===== src/rtl/chan_mux_rr.sv =====
// N-channel registered stream multiplexer with manual select or round-robin
// arbitration (bursts of up to BURST words per grant) and one output register.
module chan_mux_rr #(
    parameter int N_CH  = 4,
    parameter int W     = 8,
    parameter int BURST = 1,
    parameter int SEL_W = $clog2(N_CH)
) (
    input  logic              clk,
    input  logic              rst,
    input  logic              en,
    input  logic              mode,
    input  logic [SEL_W-1:0]  sel,
    input  logic [N_CH*W-1:0] d,
    input  logic [N_CH-1:0]   in_valid,
    output logic [N_CH-1:0]   in_ready,
    output logic [W-1:0]      y,
    output logic [SEL_W-1:0]  out_ch,
    output logic              out_valid,
    input  logic              out_ready
);
    localparam int BC_W = $clog2(BURST + 1);
    localparam logic [BC_W-1:0] BURST_C = BC_W'(BURST);
    localparam logic [SEL_W:0] NCH_C = (SEL_W + 1)'(N_CH);

    typedef enum logic {SEARCH, HOLD} state_t;

    state_t           state_reg, state_next;
    logic [SEL_W-1:0] ptr_reg, ptr_next;
    logic [BC_W-1:0]  bcnt_reg, bcnt_next;
    logic [W-1:0]     y_reg;
    logic [SEL_W-1:0] out_ch_reg;
    logic             out_valid_reg;

    logic [W-1:0]     d_ch [N_CH];
    logic [SEL_W-1:0] cand_idx [N_CH];
    logic [N_CH-1:0]  cand_valid;

    logic [SEL_W-1:0] g;
    logic [SEL_W-1:0] scan_g;
    logic             scan_ok;
    logic             sel_valid;
    logic             ptr_valid;
    logic             hold_grant;
    logic             grant_ok;
    logic             free;
    logic             accept;
    logic [BC_W-1:0]  bcnt_inc;

    genvar gi;
    generate
        for (gi = 0; gi < N_CH; gi++) begin : g_chan
            // Candidate gi is the (gi+1)-th channel after ptr, wrapping modulo N_CH.
            localparam logic [SEL_W:0] OFF = (SEL_W + 1)'(gi + 1);
            logic [SEL_W:0] sum;
            assign sum           = {1'b0, ptr_reg} + OFF;
            assign cand_idx[gi]  = (sum >= NCH_C) ? SEL_W'(sum - NCH_C) : SEL_W'(sum);
            assign cand_valid[gi] = in_valid[cand_idx[gi]];
            assign d_ch[gi]      = d[gi*W +: W];
            assign in_ready[gi]  = accept && (g == SEL_W'(gi));
        end
    endgenerate

    always_comb begin
        scan_ok = 1'b0;
        scan_g  = '0;
        for (int k = N_CH - 1; k >= 0; k--) begin
            if (cand_valid[k]) begin
                scan_ok = 1'b1;
                scan_g  = cand_idx[k];
            end
        end
        // Out-of-range sel matches no channel and therefore never grants.
        sel_valid = 1'b0;
        for (int k = 0; k < N_CH; k++) begin
            if (sel == SEL_W'(k)) sel_valid = in_valid[k];
        end
    end

    assign ptr_valid  = in_valid[ptr_reg];
    assign hold_grant = mode && (state_reg == HOLD) && ptr_valid;
    assign free       = !out_valid_reg || out_ready;
    assign bcnt_inc   = bcnt_reg + 1'b1;

    always_comb begin
        g        = scan_g;
        grant_ok = scan_ok;
        if (!mode) begin
            g        = sel;
            grant_ok = sel_valid;
        end else if (hold_grant) begin
            g        = ptr_reg;
            grant_ok = 1'b1;
        end
    end

    assign accept = !rst && en && free && grant_ok;

    always_comb begin
        state_next = state_reg;
        ptr_next   = ptr_reg;
        bcnt_next  = bcnt_reg;
        // A burst whose channel went idle is abandoned in the same cycle.
        if (en && free && mode && (state_reg == HOLD) && !ptr_valid) begin
            state_next = SEARCH;
            bcnt_next  = '0;
        end
        if (accept) begin
            ptr_next = g;
            if (!mode) begin
                state_next = SEARCH;
                bcnt_next  = '0;
            end else if (hold_grant) begin
                bcnt_next = bcnt_inc;
                if (bcnt_inc == BURST_C) state_next = SEARCH;
            end else begin
                bcnt_next  = BC_W'(1);
                state_next = (BURST > 1) ? HOLD : SEARCH;
            end
        end
    end

    always_ff @(posedge clk) begin
        if (rst) begin
            state_reg <= SEARCH;
            ptr_reg   <= SEL_W'(N_CH - 1);
            bcnt_reg  <= '0;
        end else begin
            state_reg <= state_next;
            ptr_reg   <= ptr_next;
            bcnt_reg  <= bcnt_next;
        end
    end

    always_ff @(posedge clk) begin
        if (rst) begin
            y_reg         <= '0;
            out_ch_reg    <= '0;
            out_valid_reg <= 1'b0;
        end else if (accept) begin
            y_reg         <= d_ch[g];
            out_ch_reg    <= g;
            out_valid_reg <= 1'b1;
        end else if (out_valid_reg && out_ready) begin
            out_valid_reg <= 1'b0;
        end
    end

    assign y         = y_reg;
    assign out_ch    = out_ch_reg;
    assign out_valid = out_valid_reg;

endmodule

===== config.mk =====
export PLATFORM = sky130hd
export DESIGN_NAME = chan_mux_rr
export DESIGN_NICKNAME = d
export VERILOG_FILES = /design/src/rtl/chan_mux_rr.sv
export SDC_FILE = /design/constraint.sdc
export NUM_CORES = 1
export LEC_CHECK = 0
export ABC_AREA = 1
export CAP_MARGIN = 40
export CORE_MARGIN = 3
export CORE_UTILIZATION = 44
export CTS_BUF_LIST = sky130_fd_sc_hd__clkbuf_2 sky130_fd_sc_hd__clkbuf_4 sky130_fd_sc_hd__clkbuf_8
export DETAILED_ROUTE_END_ITERATION = 12
export PLACE_DENSITY = 0.95
export SYNTH_ARGS = -nofsm -noshare
export SYNTH_HDL_FRONTEND = slang
export SYNTH_SLANG_ARGS = --single-unit

===== constraint.sdc =====
create_clock -name clk -period 4.01 [get_ports clk]
set_clock_uncertainty 0.1 [all_clocks]
set_input_delay 0.401 -clock clk [delete_from_list [all_inputs] [get_ports clk]]
set_output_delay 0.401 -clock clk [all_outputs]
set_load 0.05 [all_outputs]

After elaboration in Yosys (flattened, before gate mapping)
Index checks and enable logic that the tools add are counted.
Word-level totals
  register bits: 15
  latch bits: 0
  bits in writable memories: 0
  ROM bits: 0
  output and inout port bits: 15
  memories kept: 0
Cells by class
  $add $sub $neg: 9
  multiply operators: 0
  div/mod/pow operators: 0
  magnitude comparators: 10
  eq/ne operators: 6
  shifts and indexed selects: 0
  muxes and demuxes: 44
  bitwise operators: 1
  reductions and logical operators: 22
Operators with widths (count)
  1-bit two-way mux: 26
  2-bit two-way mux: 10
  8-bit binary-select mux with 2-bit select: 1
  8-bit two-way mux: 2
  3-bit greater-or-equal comparator, second input constant: 5
  2-bit by 3-bit < comparator with 1-bit output, second input constant: 5
  1-bit logical AND: 14
  1-bit binary-select mux with 2-bit select: 5
  2-bit equality test, second input constant: 4
  2-bit by 1-bit subtractor with 2-bit output, second input constant: 4
  2-bit by 2-bit adder with 3-bit output, second input constant: 2
  2-bit by 1-bit equality test with 1-bit output, second input constant: 2
  2-bit logical NOT: 2
  2-bit nonzero test: 2
  2-bit by 1-bit adder with 3-bit output, second input constant: 1
  2-bit by 3-bit adder with 3-bit output, second input constant: 1
  1-bit logical NOT: 3
  2-bit NOT with 3-bit output: 1
  1-bit adder, second input constant: 1
  1-bit logical OR: 1

Depth between registers and ports, before layout
  word-level depth: 15
  depth in mapped cells: 17

Worst setup path after synthesis
No wires, ideal clock.
  path kind: reg2out
  start point: register ptr_reg[0]
  end point: output in_ready[1]
  data arrival time: 2342 ps
  data required time: 3509 ps
  setup slack: 1167 ps
  cell stages (with the launch flop): 14
  cells stage by stage: dfxtp_1 -> buf_6 -> inv_4 -> nand2_1 -> nand2_1 -> nand2_1 -> nand2_1 -> nand2_1 -> nand2_1 -> nand3_1 -> nand3_4 -> nand2_2 -> buf_4 -> nor3_1
Between the ends
  longest elaborated chain between the ends: 13
  elaborated cells on any way between the ends: 42
Ends and longest elaborated chain
  start, declared: line 29  | logic [SEL_W-1:0] ptr_reg, ptr_next;
  start signal, assigned: line 126  | ptr_reg <= SEL_W'(N_CH - 1);
  start signal, assigned: line 130  | ptr_reg <= ptr_next;
  2-bit by 3-bit adder with 3-bit output: line 56  | assign sum = {1'b0, ptr_reg} + OFF;
  3-bit greater-or-equal comparator or 2-bit by 1-bit subtractor with 2-bit output (tied branches): line 57  | assign cand_idx[gi] = (sum >= NCH_C) ? SEL_W'(sum - NCH_C) : SEL_W'(sum);
  2-bit two-way mux: line 57
  1-bit binary-select mux with 2-bit select: line 58  | assign cand_valid[gi] = in_valid[cand_idx[gi]];
  1-bit two-way mux (not written as such): line 58
  2-bit two-way mux or 1-bit two-way mux (tied branches) (4 in a row): line 68  | if (cand_valid[k]) begin
  2-bit two-way mux or 1-bit two-way mux (tied branches): line 91  | end else if (hold_grant) begin
  2-bit two-way mux or 1-bit two-way mux (tied branches): line 88  | if (!mode) begin
  2-bit by 1-bit equality test with 1-bit output or 1-bit logical AND (tied branches): line 60, 97
  1-bit logical AND (*): line 60  | assign in_ready[gi] = accept && (g == SEL_W'(gi));
  end, declared: line 16  | output logic [N_CH-1:0] in_ready,
Mark *: on every way between the ends. The rest lies on a longest branch, timed or not. The select of a mux whose other input is x is not followed.

Worst setup path after layout
  start point: register ptr_reg[0]
  end point: output in_ready[2]
Between the ends
  longest elaborated chain between the ends: 13
  elaborated cells on any way between the ends: 42
Ends and longest elaborated chain (line)
  2-bit by 3-bit adder with 3-bit output: 56
  3-bit greater-or-equal comparator or 2-bit by 1-bit subtractor with 2-bit output (tied branches): 57
  2-bit two-way mux: 57
  1-bit binary-select mux with 2-bit select: 58
  1-bit two-way mux (not written as such): 58
  2-bit two-way mux or 1-bit two-way mux (tied branches) (4 in a row): 68
  2-bit two-way mux or 1-bit two-way mux (tied branches): 91
  2-bit two-way mux or 1-bit two-way mux (tied branches): 88
  2-bit equality test or 1-bit logical AND (tied branches): 60, 97
  1-bit logical AND (*): 60
Marks and branches as above.

==> summary.md <==
| Metric | Value |
|---|---|
| Yosys cell types | `24` |
| Vias in the first global route | `1374` |
| RSZ-0062 raised after global routing | `false` |
| Hpwl dp | `approximately 2.6 mm` |
| Post-cts sizing count | `0` |
| Clk sink count | `15` |
| Row count | `17` |
| Final Hold Viols | `0` |
| Boundary Pins | `between 50 and 60` |
| Crit. End Element | `output pin` |
| Worst-skew pair later-pin latency | `between 0.2 and 0.3 ns` |
| Slowest stage cell, crit path | `clkdlybuf4s50_1` |
| Predominant post-synthesis flop cell | `dfxtp_1` |
| Gate Count Post-Synth | `approximately 200` |
| Post-route DRC | `0` |
| Max_slew headroom | `roughly two thirds` |
| Routed Antenna Nets | `0` |
| Initial Util | `between 40 and 50%` |
| Fmax | `between 200 and 300 MHz` |
| Fin Setup TNS | `0 ns` |
| Hold Path Class | `reg2reg` |
| DR vias | `approximately 1500` |
| Initial drt markers | `67` |
| Syn Area/Cell | `about 5.7 um2` |
| Final WL | `around 3.2 mm` |
| Die width | `approximately 57 um` |
| H-tree level count | `1` |
| Asr flop ratio synth | `0%` |
| Cts bufs inserted | `3` |
| Fin crit period | `around 3.6 ns` |
| DRT met1 WL | `between 1 and 1.5 mm` |
| Max-slew violation count | `0` |
| Critical Path RT | `about 3.5 ns` |
| CP startpoint kind | `flop` |
| CP arrival | `between 3 and 4 ns` |
| Net count after synthesis | `244` |
| Setup-failing EPs final | `0` |
| CP Cell Sequence | `inv_4 -> nand2_1 -> nand3_1 -> nand2_2 -> nor2_1 -> nand3_1 -> nand4_2 -> inv_1 -> nand2_1 -> nor2_1 -> clkdlybuf4s50_1` |
| Cells on Worst Hold Path | `2` |
| EDFF count, synth | `0` |
| Routability Congestion | `0.8845` |
| Cell family with most CP delay | `buffers and inverters` |
| Initial antenna violation count | `0` |
| TritonRoute pass-1 iters | `4` |
| CTS tree | `done` |
| Levels on crit path | `11` |
| Grt ovf | `0` |
| Share of layout cells above drive strength 1 | `under 10%` |
| Fin nets | `301` |
| Largest net degree at the start of global routing | `18` |
| CTS Hold Bufs | `0` |
| Buf/Inv on CP | `3` |
| Area grow syn2layout | `51.90%` |
| Met3 routed WL | `approximately 280 um` |
| Root Driver | `clkbuf_4` |
| Total power | `around 0.00056 W` |
| WL per Instance | `11.25 um` |
| Global-route wire length before repair | `between 5 and 6 mm` |
| Setup bufs post-CTS | `0` |
| Total leakage power | `about 0.82 nW` |
| Cell depth of the worst flop-to-flop path | `11` |
| Met2 Routed Length | `between 1 and 1.5 mm` |
| Slew @ Worst Pin | `0.5279 ns` |
| PD cells | `about 320 nW/um2` |
| Maximum fanout along the worst path | `14` |
| I/O Buffers | `57` |
| Max FFs per register | `8` |
| DR top layer | `met4` |
| Core ar. | `2340 um2` |
| CP peak stage delay | `between 0.8 and 0.9 ns` |
| Fillers | `between 200 and 250` |
| DIE HEIGHT | `~57 um` |
| Syn. warnings | `0` |
| All-Layer GR Usage | `between 20 and 25%` |
| Clk pin slew, worst setup/hold paths | `around 0.10 ns` |
| Outcome | `finished, final reports clean` |
| Part of the Yosys area used for sequential elements | `a little over a quarter` |
| Mapped cell area | `1152 um2` |
| Max VDD drop | `about 0.22 mV` |
| Diodes inserted | `0` |
| Critical path class | `reg2out` |
| Max_cap viols | `0` |
| Clock Tree Buf Depth | `2` |
| Full die area | `~3300 um2` |
| Via density | `~5.1` |
| Register bit total from synthesis | `15` |
| Period utilization | `89.43%` |
-- cells in the final DEF, fill, tap and decap left out, types with 2 or more instances in the layout --
| cell | instances |
|---|---|
| nand2_1 | 76 |
| clkdlybuf4s50_1 | 57 |
| nand3_1 | 39 |
| inv_1 | 17 |
| dfxtp_1 | 15 |
| nor2_1 | 14 |
| a21oi_1 | 10 |
| o21ai_0 | 4 |
| nand2_2 | 3 |
| nor3_1 | 3 |
| clkbuf_4 | 3 |
| inv_2 | 2 |
| nor2_2 | 2 |
| buf_4 | 2 |
-- through the flow --
step | hold WS [ns] | instances | utilization, % | instance area (um2) | worst slack [ns]
2_1_floorplan | 0.3473 | 201 | - | 1152 | 1.167
3_3_place_gp | 0.3383 | 281 | 73.64 | 1723 | 0.4837
3_5_place_dp | 0.3383 | 281 | 73.64 | 1723 | 0.4461
4_1_cts | 0.3572 | 285 | 74.81 | 1750 | 0.4348
5_1_grt | 0.3804 | 285 | 74.81 | 1750 | 0.1699
6_report | 0.3541 | 285 | 74.81 | 1750 | 0.4239
-- power by group --
| part | internal (W) | switching, W | total, W |
|---|---|---|---|
| clock network | 0.0000370 | 0.0000495 | 0.0000866 |
| logic | 0.000114 | 0.000178 | 0.000292 |
| registers | 0.000166 | 0.0000122 | 0.000178 |
| total | 0.000317 | 0.000240 | 0.000557 |
-- kinds of logic after synthesis --
group / count (synthesis) / share of synthesized area [%]
AO/OA/AOI/OAI: 20 / 9.991
buffers and inverters: 27 / 11.07
flip-flops: 15 / 26.06
AND/OR/NAND/NOR: 139 / 52.88
-- cell type report --
| class | count | area, um2 | area share (%) |
|---|---|---|---|
| multi-input cells | 159 | 724.4 | 41.39 |
| repair buffers | 59 | 585.6 | 33.45 |
| flip-flops and latches | 15 | 300.3 | 17.16 |
| inverters | 20 | 77.57 | 4.432 |
| well taps | 28 | 35.03 | 2.001 |
| clock buffers | 3 | 22.52 | 1.287 |
| clock inverters | 1 | 5.005 | 0.2859 |
-- tightest hold or removal path: stages, from the launching register on --
cell	delay, ns
dfxtp_1	0.32
nand2_1	0.06
nand2_1	0.04
-- per-layer routing --
metal	track usage [%]	vias to the layer above
li1	-	764
met1	26.29	637
met2	33.44	59
met3	5.656	7
met4	6.291	0
met5	0	-
-- cells in the mapped netlist (2+ instances only) --
| cell | instances | area [um2] |
|---|---|---|
| a21oi_1 | 10 | 50.05 |
| nand2_1 | 76 | 285.3 |
| nand2_2 | 3 | 18.77 |
| buf_6 | 2 | 22.52 |
| dfxtp_1 | 15 | 300.3 |
| o21ai_0 | 4 | 20.02 |
| nor2_2 | 2 | 12.51 |
| nor2_1 | 14 | 52.55 |
| inv_2 | 2 | 7.510 |
| clkbuf_1 | 2 | 7.510 |
| buf_4 | 2 | 15.01 |
| inv_1 | 17 | 63.81 |
| nand3_1 | 39 | 195.2 |
| nor3_1 | 3 | 15.01 |
-- worst paths after layout --
kind	from	end	slack, ns
setup / recovery	ptr_reg[0]	in_ready[2]	0.42
hold / removal	y[2]	y[2]	0.35
setup reg to reg	ptr_reg[0]	y[3]	1.63
hold reg to reg	y[2]	y[2]	0.35
Note: power is estimated with default switching activity, not from simulation.
